===== config.mk =====
export PLATFORM = sky130hd
export DESIGN_NAME = piso
export DESIGN_NICKNAME = d
export VERILOG_FILES = /design/src/rtl/piso.sv
export SDC_FILE = /design/constraint.sdc
export NUM_CORES = 1
export LEC_CHECK = 0
export ABC_AREA = 0
export CAP_MARGIN = 20
export CORE_MARGIN = 8
export CORE_UTILIZATION = 30
export DETAILED_ROUTE_END_ITERATION = 7
export RECOVER_POWER = 100
export SLEW_MARGIN = 25
export SYNTH_ARGS = -nofsm -noshare
export SYNTH_HDL_FRONTEND = slang
export SYNTH_SLANG_ARGS = --single-unit

===== constraint.sdc =====
create_clock -name clk -period 4.9 [get_ports clk]
set_clock_uncertainty 0.15 [all_clocks]
set_input_delay 0.735 -clock clk [delete_from_list [all_inputs] [get_ports clk]]
set_output_delay 0.735 -clock clk [all_outputs]
set_load 0.005 [all_outputs]

===== src/rtl/piso.sv =====
// Parallel-in serial-out transmitter: 70-bit words shifted MSB-first with a one-word holding
// register for gap-free streaming. Define PISO_PARITY_EN to append an even-parity bit per word.
module piso #(
  parameter int unsigned WIDTH = 70,
  parameter int unsigned ROWS  = 14,
  parameter int unsigned RW    = 4
) (
  input  logic             clk,
  input  logic             rst,
  input  logic             en,
  input  logic             load,
  input  logic [WIDTH-1:0] din,
  output logic             ready,
  output logic             dout,
  output logic             dvalid,
  output logic [RW-1:0]    row,
  output logic             done
);

  localparam logic [6:0]    BcntLast = 7'(WIDTH - 1);
  localparam logic [RW-1:0] RowLast  = RW'(ROWS - 1);

  typedef enum logic [1:0] {
    StIdle,
    StShift,
    StParity
  } state_e;

  state_e           state_q, state_d;
  logic [WIDTH-1:0] hold_q, hold_d;
  logic             hold_full_q, hold_full_d;
  logic [WIDTH-1:0] shreg_q, shreg_d;
  logic [6:0]       bcnt_q, bcnt_d;
  logic [RW-1:0]    row_q, row_d;
  logic             done_q, done_d;
`ifdef PISO_PARITY_EN
  logic             par_q, par_d;
`endif

  logic word_end;
  logic xfer;

  always_comb begin
    state_d     = state_q;
    hold_d      = hold_q;
    hold_full_d = hold_full_q;
    shreg_d     = shreg_q;
    bcnt_d      = bcnt_q;
    row_d       = row_q;
    done_d      = 1'b0;
`ifdef PISO_PARITY_EN
    par_d       = par_q;
`endif
    word_end    = 1'b0;
    xfer        = 1'b0;

    unique case (state_q)
      StIdle: begin
        xfer = hold_full_q;
      end
      StShift: begin
        if (en) begin
          shreg_d = shreg_q << 1;
          if (bcnt_q != 7'd0) begin
            bcnt_d = bcnt_q - 7'd1;
          end else begin
`ifdef PISO_PARITY_EN
            state_d = StParity;
`else
            word_end = 1'b1;
`endif
          end
        end
      end
`ifdef PISO_PARITY_EN
      StParity: begin
        word_end = en;
      end
`endif
      default: begin
        state_d = StIdle;
      end
    endcase

    // A finished word either chains straight into the held word or drops back to idle.
    if (word_end) begin
      row_d  = (row_q == RowLast) ? '0 : row_q + RW'(1);
      done_d = (row_q == RowLast);
      if (hold_full_q) begin
        xfer = 1'b1;
      end else begin
        state_d = StIdle;
      end
    end

    if (xfer) begin
      shreg_d     = hold_q;
      hold_full_d = 1'b0;
      bcnt_d      = BcntLast;
      state_d     = StShift;
`ifdef PISO_PARITY_EN
      par_d       = ^hold_q;
`endif
    end

    // Accept only into an empty holder, so this never collides with the transfer above.
    if (load && !hold_full_q) begin
      hold_d      = din;
      hold_full_d = 1'b1;
    end
  end

  always_ff @(posedge clk or negedge rst) begin
    if (!rst) begin
      state_q     <= StIdle;
      hold_q      <= '0;
      hold_full_q <= 1'b0;
      shreg_q     <= '0;
      bcnt_q      <= '0;
      row_q       <= '0;
      done_q      <= 1'b0;
`ifdef PISO_PARITY_EN
      par_q       <= 1'b0;
`endif
    end else begin
      state_q     <= state_d;
      hold_q      <= hold_d;
      hold_full_q <= hold_full_d;
      shreg_q     <= shreg_d;
      bcnt_q      <= bcnt_d;
      row_q       <= row_d;
      done_q      <= done_d;
`ifdef PISO_PARITY_EN
      par_q       <= par_d;
`endif
    end
  end

  always_comb begin
    dout = 1'b0;
    unique case (state_q)
      StShift: dout = shreg_q[WIDTH-1];
`ifdef PISO_PARITY_EN
      StParity: dout = par_q;
`endif
      default: dout = 1'b0;
    endcase
  end

  assign ready  = !hold_full_q;
  assign dvalid = en && (state_q != StIdle);
  assign row    = row_q;
  assign done   = done_q;

endmodule


==> flow_metrics.env, run 1 <==
export IMPL_status="finished with violations"
export IMPL_failed_checks="max-capacitance violations, max-slew violations"
export IMPL_drt_pass1_iter_count=4
export IMPL_clkTransAtPathRegs_ps=60
export IMPL_syn_to_final_growth_pct=24.2
export IMPL_r2r_end="hold_q[7]$_DFFE_PN0P_"
export IMPL_drtAntennaViolNets=0
export IMPL_ioPinCount=82
export IMPL_gp_congestion=0.713
export IMPL_cap_violations=2
export IMPL_die_y_um=167
export IMPL_vias_per_cell=4.47
export IMPL_port_buffers=81
export IMPL_ys_seq_area_share_pct=56.9
export IMPL_crit_buf_inv=2
export IMPL_synthCells=596
export IMPL_worstPathRequired_ps=5050
export IMPL_crit_slowest_cell="nor2b_1"
export IMPL_slew_headroom_pct=-55.8
export IMPL_tightest_slew_ps=2330
export IMPL_wl_um=13300
export IMPL_initial_core_util_pct=30.4
export IMPL_drc=0
export IMPL_drt_iter0_markers=246
export IMPL_diodes=0
export IMPL_fin_crit_sh_pct=74.2
export IMPL_dieArea_sq_um=27800
export IMPL_ir_worst_vdd_mv=0.229
export IMPL_r2r_slack_ps=1640
export IMPL_whs_ps=349
export IMPL_crit_start="load"
export IMPL_max_clock_freq_mhz=275
export IMPL_hpwl_um=8580
export IMPL_hp_class="register to register"
export IMPL_path_class="input pin to register"
export IMPL_yosys_warnings=0
export IMPL_gr_usage_all_layers_pct=10.2
export IMPL_cts_tree="done"
export IMPL_grt_setup_unrepaired="no"
export IMPL_post_cts_buffers=0
export IMPL_crit_arrival_ps=3790
export IMPL_syn_nets=672
export IMPL_cpPeakStageDelay_ps=1750
export IMPL_setup_viol=0
export IMPL_crit_cells=4
export IMPL_num_vias=4326
export IMPL_fin_util_pct=37.7
export IMPL_drive_gt1_share_pct=26.1
export IMPL_layout_min_cycle_time_ps=3640
export IMPL_synth_area_sq_um=6810
export IMPL_cts_sinks=155
export IMPL_slew_violations=106
export IMPL_synth_cell_type_count=33
export IMPL_tns_ps=0
export IMPL_r2r_start="hold_full_q$_DFFE_PN0P_"
export IMPL_synth_top_area_share_pct=56.9
export IMPL_crit_fanout=47
export IMPL_cp_cell_sequence="dlygate4sd3_1, nor2b_1, buf_12, mux2_2"
export IMPL_ys_seq_elements=155
export IMPL_p_total_mw=4.31
export IMPL_antenna_found_initial=0
export IMPL_grt_max_degree=82
export IMPL_yosys_top_cells_area="dfrtp_1 57%, mux2_2 23%, nand2_1 12%, clkbuf_1 1.3%, buf_6 1.2%"
export IMPL_final_nets=746
export IMPL_overflow=0
export IMPL_wl_per_cell_um=13.7
export IMPL_h_tree_depth=4
export IMPL_crit_path_start_kind="input pin"
export IMPL_clock_latency_ps=420
export IMPL_cts_root_buf="clkbuf_16"
export IMPL_crit_path_end="hold_q[7]$_DFFE_PN0P_"
export IMPL_endpoint_kind="register"
export IMPL_p_leak_nw=3.82
export IMPL_avgSynthCellArea_sq_um=11.4
export IMPL_holdPathStages=1
export IMPL_grt_first_pass_wirelength_um=22900
export IMPL_postCtsHoldBufs=0
export IMPL_clk_path_buf_depth=2
export IMPL_die_x_um=167
export IMPL_placementRows=55
export IMPL_nFillCells=2245
export IMPL_cts_inserted_buffers=17
export IMPL_power_density_nw_per_um2=509
export IMPL_design_core_area_sq_um=22400
export IMPL_yosysTopAreaCell="dfrtp_1"
export IMPL_rr_worst_depth=3
export IMPL_hold_viol=0
export IMPL_grt_pass1_vias=4587
export IMPL_postCtsResizedCells=0
export IMPL_critPathTopFamily="simple AND/OR/NAND/NOR gates"
## cell type report
| class | instances | area, sq um | area share [%] |
|---|---|---|---|
| Inverter | 3 | 11.3 | 0.133 |
| Multi-Input combinational cell | 406 | 2730 | 32.3 |
| Timing Repair Buffer | 87 | 873 | 10.3 |
| Tap cell | 285 | 357 | 4.21 |
| Sequential cell | 155 | 3880 | 45.8 |
| Clock buffer | 19 | 443 | 5.24 |
| Clock inverter | 12 | 165 | 1.95 |
## cells in the final DEF (no fill, tap or decap), types with 4 or more instances in the layout
| cell type | count |
|---|---|
| nor2_1 | 10 |
| nand2_1 | 210 |
| dfrtp_1 | 155 |
| clkdlybuf4s50_1 | 70 |
| a21oi_1 | 4 |
| clkbuf_16 | 17 |
| dlygate4sd3_1 | 10 |
| o21ai_0 | 4 |
| clkinvlp_4 | 5 |
| mux2_2 | 140 |
| nor2b_1 | 4 |
| a211oi_1 | 4 |
## sequential cells by signal (all words and copies together), names as in the netlist
signal / cells
done: 1
row: 4
state_q: 2
hold_q: 70
bcnt_q: 7
hold_full_q: 1
shreg_q: 70
## power breakdown
part	internal (mW)	switching (mW)	total (mW)
clock	0.819	0.534	1.35
combinational	0.562	0.355	0.917
sequential	1.77	0.262	2.04
total	3.16	1.15	4.31
## logic make-up (layout without fill, tap and decap cells)
group,count (synthesis),in the layout,share of synthesized area (%)
AOI/OAI and AO/OA,18,18,1.87
muxes,141,141,23.3
and+or+nand+nor,240,240,14.2
DFF,155,155,56.9
adders and majority gates,2,2,0.367
xor gates and xnor gates,4,4,0.514
other,1,1,0.0551
buffers and inverters,35,121,2.72
## Yosys cell counts
cell	n
or3_1	3
a22o_1	1
clkbuf_1	24
a21oi_1	4
nand4_1	1
nor4_1	1
nor2b_1	4
nand2_1	210
inv_1	3
or4_4	1
buf_2	1
o21ai_4	1
xor2_1	2
mux2_2	140
nor3_4	1
dfrtp_1	155
o21a_1	1
nand3b_1	1
conb_1	1
a211oi_1	4
a211o_1	1
a21o_1	1
mux2i_1	1
buf_6	7
nor2_1	10
xnor2_1	2
ha_1	2
o2111ai_1	1
and3b_1	2
nor3b_1	1
nand3_1	3
nand2b_1	2
o21ai_0	4
## metal layers
layer | up-vias | wire [um] | track usage (%)
met5 | - | 0 | 0
met2 | 68 | 6590 | 17.1
met4 | 0 | 187 | 3.41
li1 | 2118 | - | -
met3 | 14 | 455 | 3.29
met1 | 2126 | 6030 | 12.2
## through the flow
| step | cells | instance area, sq um | worst slack, ps |
|---|---|---|---|
| final | 967 | 8460 | 1260 |
| after global routing | 967 | 8460 | 1020 |
| after CTS | 967 | 8490 | 2080 |
| after detailed placement | 936 | 7890 | 1860 |
| after global placement | 936 | 7890 | 1910 |
| after floorplan | 596 | 6810 | 2690 |
## worst min-delay path by stage
stage	start	endpoint	slack, ps
3_3_place_gp	state_q[1]$_DFF_PN0_	state_q[0]$_DFF_PN0_	320
5_1_grt	hold_q[43]$_DFFE_PN0P_	shreg_q[43]$_DFFE_PN0P_	370
6_report	state_q[1]$_DFF_PN0_	state_q[0]$_DFF_PN0_	350
2_1_floorplan	rst	bcnt_q[0]$_DFFE_PN0P_	290
4_1_cts	rst	hold_q[15]$_DFFE_PN0P_	230
3_5_place_dp	state_q[1]$_DFF_PN0_	state_q[0]$_DFF_PN0_	340
## worst register-to-register path, stage by stage (launching register included)
cell	delay (ps)
dfrtp_1	480
nor2b_1	1760
buf_12	360
mux2_2	400
Note: power is estimated with default switching activity, not from simulation.
==> run 2: changes to the inputs <==
==> constraint.sdc (replaced) <==
create_clock -name clk -period 3.7 [get_ports clk]
set_clock_uncertainty 0.15 [all_clocks]
set_input_delay 0.555 -clock clk [delete_from_list [all_inputs] [get_ports clk]]
set_output_delay 0.555 -clock clk [all_outputs]
set_load 0.005 [all_outputs]
==> flow_metrics.env, run 2 (synthesis results as in run 1) <==
export IMPL_fin_util_pct=37.7
export IMPL_drive_gt1_share_pct=26.3
export IMPL_postCtsHoldBufs=0
export IMPL_drtAntennaViolNets=0
export IMPL_final_nets=751
export IMPL_hpwl_um=8830
export IMPL_antenna_found_initial=0
export IMPL_ff_latch_area_sq_um=3880
export IMPL_place_area_sq_um=7920
export IMPL_failed_checks="max-capacitance violations, max-slew violations"
export IMPL_max_clock_freq_mhz=345
export IMPL_tightest_slew_ps=1920
export IMPL_clk_path_buf_depth=2
export IMPL_post_cts_buffers=0
export IMPL_vias_per_cell=4.45
export IMPL_crit_path_start_kind="register"
export IMPL_final_common_cell="nand2_1"
export IMPL_die_y_um=167
export IMPL_num_vias=4329
export IMPL_port_buffers=81
export IMPL_reg_top3="hold_q (70), shreg_q (70), bcnt_q (7)"
export IMPL_cts_tree="done"
export IMPL_postCtsResizedCells=0
export IMPL_multiInputGateArea_sq_um=2730
export IMPL_cts_root_buf="clkbuf_16"
export IMPL_endpoint_kind="register"
export IMPL_crit_arrival_ps=3040
export IMPL_drc=0
export IMPL_drt_iter0_markers=248
export IMPL_die_x_um=167
export IMPL_cap_violations=1
export IMPL_layout_min_cycle_time_ps=2890
export IMPL_grt_first_pass_wirelength_um=23200
export IMPL_path_class="register to register"
export IMPL_tns_ps=0
export IMPL_setup_viol=0
export IMPL_clkTransAtPathRegs_ps=60
export IMPL_crit_fanout=32
export IMPL_diodes=0
export IMPL_initial_core_util_pct=30.4
export IMPL_overflow=0
export IMPL_gr_usage_all_layers_pct=10.3
export IMPL_power_density_nw_per_um2=662
export IMPL_p_total_mw=5.59
export IMPL_hold_viol=0
export IMPL_drt_pass1_iter_count=6
export IMPL_p_leak_nw=3.83
export IMPL_ioPinCount=82
export IMPL_final_area_sq_um=8450
export IMPL_worstPathRequired_ps=3840
export IMPL_gp_congestion=0.707
export IMPL_slew_violations=78
export IMPL_status="finished with violations"
export IMPL_wl_per_cell_um=13.8
export IMPL_grt_max_degree=79
export IMPL_wl_um=13400
export IMPL_slew_headroom_pct=-28.3
export IMPL_ir_worst_vdd_mv=0.279
export IMPL_dieArea_sq_um=27800
export IMPL_fin_crit_sh_pct=78.2
export IMPL_hp_class="register to register"
export IMPL_design_core_area_sq_um=22400
export IMPL_mostFrequentLayoutCells="210 x nand2_1, 155 x dfrtp_1, 140 x mux2_2, 70 x clkdlybuf4s50_1, 17 x clkbuf_16"
export IMPL_placementRows=55
export IMPL_nFillCells=2225
export IMPL_syn_to_final_growth_pct=24.0
export IMPL_grt_pass1_vias=4638
export IMPL_clock_latency_ps=410
export IMPL_h_tree_depth=4
export IMPL_cts_inserted_buffers=17
export IMPL_cts_sinks=155
export IMPL_grt_setup_unrepaired="no"
## run 2: cell count changes in the layout (fill, tap and decap cells not counted), sizes merged
| cell | delta |
|---|---|
| clkbuf | +2 |
| bufinv | -1 |
| clkinv | +6 |
| buf | +3 |
| clkinvlp | -3 |
| inv | -2 |
## run 2: routing by layer
| layer | wire length, um | share of wire, % | up-vias | global-route usage (%) |
|---|---|---|---|---|
| met3 | 445 | 3.3 | 9 | 3.00 |
| met4 | 155 | 1.2 | 0 | 3.06 |
| li1 | - | - | 2132 | - |
| met1 | 6090 | 45 | 2125 | 12.5 |
| met2 | 6750 | 50 | 63 | 17.3 |
| met5 | 0 | 0 | - | 0 |
## run 2: final timing paths
path	startpoint	to	slack [ps]	depth (start not counted)
min in group asynchronous	rst	shreg_q[15]$_DFFE_PN0P_	530	1
max	bcnt_q[4]$_DFFE_PN0P_	shreg_q[61]$_DFFE_PN0P_	810	5
min reg2reg	state_q[1]$_DFF_PN0_	state_q[0]$_DFF_PN0_	340	1
min	state_q[1]$_DFF_PN0_	state_q[0]$_DFF_PN0_	340	1
max reg2reg	bcnt_q[4]$_DFFE_PN0P_	shreg_q[61]$_DFFE_PN0P_	810	5
max in group asynchronous	rst	shreg_q[37]$_DFFE_PN0P_	1230	2
## run 2: power by group
group / switching, mW / total, mW / internal [mW]
combinational: 0.473 / 1.22 / 0.747
clock: 0.673 / 1.68 / 1.00
sequential: 0.348 / 2.70 / 2.35
## run 2: area by class of cell
| class | count | area share, % |
|---|---|---|
| Multi-Input combinational cell | 406 | 32.3 |
| Sequential cell | 155 | 45.9 |
| Inverter | 3 | 0.133 |
| Timing Repair Buffer | 92 | 10.7 |
| Clock buffer | 19 | 5.24 |
| Tap cell | 285 | 4.22 |
| Clock inverter | 12 | 1.45 |
## run 2: worst max-delay path, cell delays in order, from the launching register on
cell	delay, ps
dfrtp_1	410
or4_1	560
nor3_1	580
o21ai_4	80
clkbuf_2	520
mux2_2	460
## run 2: per-stage QoR
stage          instances  hold WS (ps)  setup slack [ps]
6_report             972           343               805
2_1_floorplan        596           109              1660
3_5_place_dp         941           331              1070
4_1_cts              972          45.5              1210
3_3_place_gp         941           321              1090
5_1_grt              972           367               577
